==> config.mk <==
export PLATFORM = sky130hd
export DESIGN_NAME = da2_sample_sequencer
export DESIGN_NICKNAME = d
export VERILOG_FILES = /design/src/rtl/da2_sample_sequencer.sv
export SDC_FILE = /design/constraint.sdc
export NUM_CORES = 1
export LEC_CHECK = 0
export ABC_AREA = 0
export BUFFER_PORTS_ARGS = -buffer_cell sky130_fd_sc_hd__buf_4
export CORE_MARGIN = 8
export CORE_UTILIZATION = 45
export CTS_CLUSTER_DIAMETER = 100
export CTS_CLUSTER_SIZE = 16
export DETAILED_ROUTE_END_ITERATION = 8
export PLACE_DENSITY = 0.69
export SLEW_MARGIN = 20
export SYNTH_ARGS = -nofsm -noshare
export SYNTH_HDL_FRONTEND = slang
export SYNTH_SLANG_ARGS = --single-unit
==> constraint.sdc <==
create_clock -name clk -period 4.04 [get_ports clk]
set_input_delay 0.606 -clock clk [delete_from_list [all_inputs] [get_ports clk]]
set_output_delay 0.606 -clock clk [all_outputs]
set_load 0.02 [all_outputs]
==> src/rtl/da2_sample_sequencer.sv <==
// da2_sample_sequencer: feeds paired 12-bit DAC codes to spimaster as two
// DAC121S101 frames (A then B) per sample tick, with error pulses.
//
// Ports:
//   clk, rst            system clock, synchronous active-high reset
//   enable              runs the sample-rate tick counter
//   s_valid/s_ready     sample-pair handshake (s_data_a, s_data_b)
//   pd_mode             DAC power-down bits, captured when a pair is loaded
//   spi_start/spi_data  start pulse and 16-bit frame to spimaster
//   spi_clk_div         constant SPI clock divider for spimaster
//   spi_busy            spimaster busy
//   chan_sel            0 = frame for DAC A, 1 = frame for DAC B
//   frame_done          pulse after the B frame completes
//   underrun            pulse: tick with no pair waiting
//   overrun             pulse: tick while a pair is still in flight
//   timeout_err         pulse: spi_busy never rose after a start
module da2_sample_sequencer #(
   parameter int unsigned RATE_DIV    = 1000,
   parameter logic [7:0]  SPI_CLK_DIV = 8'd1,
   parameter int unsigned TIMEOUT     = 64
) (
   input  logic        clk,
   input  logic        rst,
   input  logic        enable,
   input  logic        s_valid,
   output logic        s_ready,
   input  logic [11:0] s_data_a,
   input  logic [11:0] s_data_b,
   input  logic [1:0]  pd_mode,
   output logic        spi_start,
   output logic [15:0] spi_data,
   output logic [7:0]  spi_clk_div,
   input  logic        spi_busy,
   output logic        chan_sel,
   output logic        frame_done,
   output logic        underrun,
   output logic        overrun,
   output logic        timeout_err
);

   localparam int CW = (RATE_DIV > 2) ? $clog2(RATE_DIV) : 1;
   localparam int TW = $clog2(TIMEOUT + 1);

   typedef enum logic [1:0] {
      IDLE,
      START,
      WAIT_HI,
      WAIT_LO
   } state_t;

   state_t        state;
   logic [CW-1:0] tick_cnt;
   logic [TW-1:0] to_cnt;
   logic          tick;
   logic          hold_full;
   logic [11:0]   hold_a;
   logic [11:0]   hold_b;
   logic [11:0]   work_a;
   logic [11:0]   work_b;
   logic [1:0]    pd_q;
   logic          accept;
   logic          to_hit;
   logic          frame_end;

   assign spi_clk_div = SPI_CLK_DIV;
   assign s_ready     = !hold_full && !rst;
   assign accept      = s_valid && s_ready;
   assign tick        = enable && (tick_cnt == CW'(RATE_DIV - 1));

   // Compare against TIMEOUT-2 so the registered timeout_err pulse lands
   // exactly TIMEOUT cycles after the matching spi_start pulse.
   assign to_hit    = (to_cnt == TW'(TIMEOUT - 2));
   assign frame_end = !spi_busy &&
                      ((state == WAIT_LO) ||
                       ((state == WAIT_HI) && to_hit));

   always_ff @(posedge clk) begin
      if (rst || !enable) begin
         tick_cnt <= '0;
      end else if (tick) begin
         tick_cnt <= '0;
      end else begin
         tick_cnt <= tick_cnt + 1'b1;
      end
   end

   always_ff @(posedge clk) begin
      if (rst) begin
         state       <= IDLE;
         to_cnt      <= '0;
         hold_full   <= 1'b0;
         hold_a      <= '0;
         hold_b      <= '0;
         work_a      <= '0;
         work_b      <= '0;
         pd_q        <= '0;
         spi_start   <= 1'b0;
         spi_data    <= '0;
         chan_sel    <= 1'b0;
         frame_done  <= 1'b0;
         underrun    <= 1'b0;
         overrun     <= 1'b0;
         timeout_err <= 1'b0;
      end else begin
         spi_start   <= 1'b0;
         frame_done  <= 1'b0;
         underrun    <= 1'b0;
         overrun     <= 1'b0;
         timeout_err <= 1'b0;

         // s_ready is low while full, so this never meets the IDLE load.
         if (accept) begin
            hold_a    <= s_data_a;
            hold_b    <= s_data_b;
            hold_full <= 1'b1;
         end

         if (tick && (state != IDLE)) begin
            overrun <= 1'b1;
         end

         unique case (state)
            IDLE: begin
               if (tick) begin
                  if (hold_full) begin
                     work_a    <= hold_a;
                     work_b    <= hold_b;
                     pd_q      <= pd_mode;
                     hold_full <= 1'b0;
                     spi_data  <= {2'b00, pd_mode, hold_a};
                  end else begin
                     // Nothing new: repeat the last pair.
                     underrun <= 1'b1;
                     spi_data <= {2'b00, pd_q, work_a};
                  end
                  chan_sel  <= 1'b0;
                  spi_start <= 1'b1;
                  state     <= START;
               end
            end
            START: begin
               to_cnt <= '0;
               state  <= WAIT_HI;
            end
            WAIT_HI: begin
               if (spi_busy) begin
                  state <= WAIT_LO;
               end else if (to_hit) begin
                  timeout_err <= 1'b1;
               end else begin
                  to_cnt <= to_cnt + 1'b1;
               end
            end
            WAIT_LO: begin
            end
         endcase

         // Shared exit for a finished frame, whether busy fell or timed out.
         if (frame_end) begin
            if (!chan_sel) begin
               chan_sel  <= 1'b1;
               spi_data  <= {2'b00, pd_q, work_b};
               spi_start <= 1'b1;
               state     <= START;
            end else begin
               chan_sel   <= 1'b0;
               frame_done <= 1'b1;
               state      <= IDLE;
            end
         end
      end
   end

endmodule

==> results.md <==
- Yosys synthesis warning count: 0
- # nets final: 549
- Initial antenna violation count: 0
- Clock tree buffer depth: 2
- Flop pwr share: 0.530
- Synth area leaders: dfxtp_1 46%, nand2_1 6.6%, o21ai_0 6.6%
- Worst-Margin Slew: 0.788 ns
- Worst Clk Skew: 0.00992 ns
- LEAKAGE: 0.00165 µW
- Cells after Synth: 477
- Die width: 110 µm
- Dpl hpwl: 5980 µm
- Overall via count from detail_route: 3285
- Number of distinct library cells after synthesis: 45
- Combinational power share: 0.055
- TritonCTS clock tree: yes
- Required time worst endpoint: 4.30 ns
- Commonest non-fill, non-tap cells in the layout: 91 x dfxtp_1, 71 x nand2_1, 58 x buf_4
- # diodes: 0
- Outcome: complete, no violations
- Worst-path maximum fanout: 18
- Reg clk slew, reported paths: 0.10 ns
- Setup violations, final: 0
- CTS root buffer: clkbuf_8
- Synth Area per Inst: 8.42 µm²
- PD cells: 381 nW/µm²
- Die Ht: 110 µm
- Sequential area share after synthesis: 0.459
- Post-route design area: 4640 µm²
- Post-DRT Antenna Nets: 0
- Router iterations before antenna repair: 4
- R2R depth: 6
- TritonCTS Buffers: 9
- Critical R2R Capture: spi_data[13]$_SDFF_PP0_
- Hold Crit Depth: 3
- Setup slack, reg-to-reg: 1.76 ns
- Critical Path AT: 2.54 ns
- Net switching power: 400 µW
- CTS sink cnt: 92
- Min Tclk post-route: 2.28 ns
- Layout cell share with drive strength beyond 1: 0.171
- Grt ovf: 0
- IO Pins: 62
- Min-delay src: s_data_a[10]
- Final period utilization: 0.563
- First-pass GRT wire length: 15500 µm
- Internal cell power: 1370 µW
- Row cnt: 34
- Area delta synth->final: 15.5%
- Slew HR: 0.474
- Worst Hold Class: input port to flop
- Routed wire length: 9010 µm
- Synth area leader: dfxtp_1
- First DRT Iteration DRCs: 151
- Max Cap Violations: 0
- Core area: 8680 µm²
- Max IR drop VDD: 166 µV
- RSZ-0062 raised after global routing: false
- Fmax: 439 MHz
- Total negative slack: 0 ns
- H-tree levels: 3
- Clk network pwr share: 0.415
- Share of the synthesized area in the top cell type: 0.459
- Cts repair resizes: 0
- Routed len/inst: 14.5 µm
- Residual DRC count: 0
- Initial Util: 0.463
- Post-Synthesis Cell Area: 4020 µm²
- Setup crit end kind: flop
- Setup crit start kind: flop
- FF-to-FF Start: state[0]$_SDFFE_PP0P_
- Die footprint: 12200 µm²
- FF+latch count, synth: 92
- Placed inst area: 4400 µm²
- Postcts setup bufs: 0
- Commonest non-fill, non-tap cell in the layout: dfxtp_1
- Gr usage total: 0.148
- Sw Share: 0.226
- Max Slew Vio Count: 0
- # port buffers: 53
- Final Hold Viols: 0
- Hold Path Sink: hold_a[10]$_SDFFE_PP0P_
- Largest net degree at the start of global routing: 58
- Post-DR vias/cell: 5.27
- Worst-Skew Late Latency: 0.36 ns
- Vias in the first global route: 3171
- WS Path Type: flop to flop
- Routability cong.: 0.795
- CTS Hold Buffers Added: 0
[worst max-delay path by stage]
stage / start / endpoint / slack (ns) / depth (start not counted)
3_3_place_gp: spi_busy / spi_data[13]$_SDFF_PP0_ / 1.77 / 5
2_1_floorplan: enable / spi_data[0]$_SDFF_PP0_ / 2.17 / 6
6_report: state[0]$_SDFFE_PP0P_ / spi_data[13]$_SDFF_PP0_ / 1.76 / 6
4_1_cts: state[0]$_SDFFE_PP0P_ / spi_data[13]$_SDFF_PP0_ / 1.79 / 6
5_1_grt: state[0]$_SDFFE_PP0P_ / spi_data[12]$_SDFF_PP0_ / 1.47 / 6
3_5_place_dp: spi_busy / spi_data[14]$_SDFF_PP0_ / 1.73 / 5
[cell families after synthesis]
kind of cell	Yosys count	synth area share
mux	7	0.0175
xor+xnor	8	0.0175
simple gates	181	0.216
fa+ha+maj	8	0.0249
flops	92	0.459
compound gates	124	0.199
other cells	2	0.00187
buf+inv	55	0.0648
[worst max-delay path, cell delays in order, from the launching register on]
cell and delay, ns:
dfxtp_1 0.37, inv_1 0.10, ha_1 0.27, nand2b_1 0.14
o31a_1 0.34, nand2b_1 0.54, a221oi_1 0.42
[stage by stage]
stage | hold WS, ns | power, µW | instances | utilization | setup slack [ns]
detailed placement | 0.453 | 1060 | 607 | 0.507 | 1.73
floorplan | 0.430 | 1020 | 483 | - | 2.17
global route | 0.425 | 1830 | 623 | 0.534 | 1.47
CTS | 0.424 | 1780 | 623 | 0.534 | 1.79
global placement | 0.443 | 1050 | 607 | 0.507 | 1.77
finish | 0.431 | 1770 | 623 | 0.534 | 1.76
[per-layer routing]
metal / global-route usage / vias to the layer above / share of wire
met5: 0 / - / 0
met4: 0.0622 / 0 / 0.014
met3: 0.0384 / 8 / 0.048
met2: 0.230 / 70 / 0.46
met1: 0.189 / 1502 / 0.48
li1: - / 1705 / -
[cells in the mapped netlist (all sizes together)]
| cell | count |
|---|---|
| dfxtp | 92 |
| nor2b | 13 |
| a211oi | 16 |
| xnor2 | 6 |
| nand2 | 71 |
| a31o | 1 |
| and4 | 2 |
| a32oi | 1 |
| a2111oi | 1 |
| o32ai | 13 |
| o311ai | 1 |
| nor2 | 31 |
| mux2i | 7 |
| nand3 | 33 |
| nand4 | 3 |
| o2111ai | 1 |
| o22ai | 1 |
| ha | 8 |
| inv | 12 |
| o211ai | 3 |
| nor4 | 1 |
| nor3 | 8 |
| clkbuf | 27 |
| or3 | 5 |
| and2 | 2 |
| clkinv | 1 |
| or2 | 2 |
| nand2b | 8 |
| conb | 2 |
| o31a | 1 |
| or4 | 2 |
| a21oi | 29 |
| a221oi | 2 |
| xor2 | 2 |
| o21ai | 53 |
| buf | 15 |
| o211a | 1 |
[registers in the layout, summed over array words and instances, names as in the netlist, 2 cells and up]
signal and flops:
spi_data 16, hold_a 12, hold_b 12, work_a 12, work_b 12, tick_cnt 10
to_cnt 7, pd_q 2, state 2
[cell type report]
cell class	instances	area [µm²]
Sequential cell	92	1840
Multi-Input combinational cell	336	1940
Inverter	13	48.8
Clock inverter	6	113
Clock buffer	10	128
Fill cell	840	4040
Timing Repair Buffer	58	435
Tap cell	108	135
[power groups by stage]
| stage | Combinational (µW) | Clock (µW) | Sequential [µW] |
|---|---|---|---|
| finish | 97.4 | 734 | 938 |
| detailed placement | 97.8 | 0 | 959 |
| global route | 109 | 785 | 940 |
| CTS | 97.9 | 747 | 938 |
| floorplan | 65.1 | 0 | 955 |
| global placement | 96.6 | 0 | 958 |
Power figures use the tool's default switching activity.
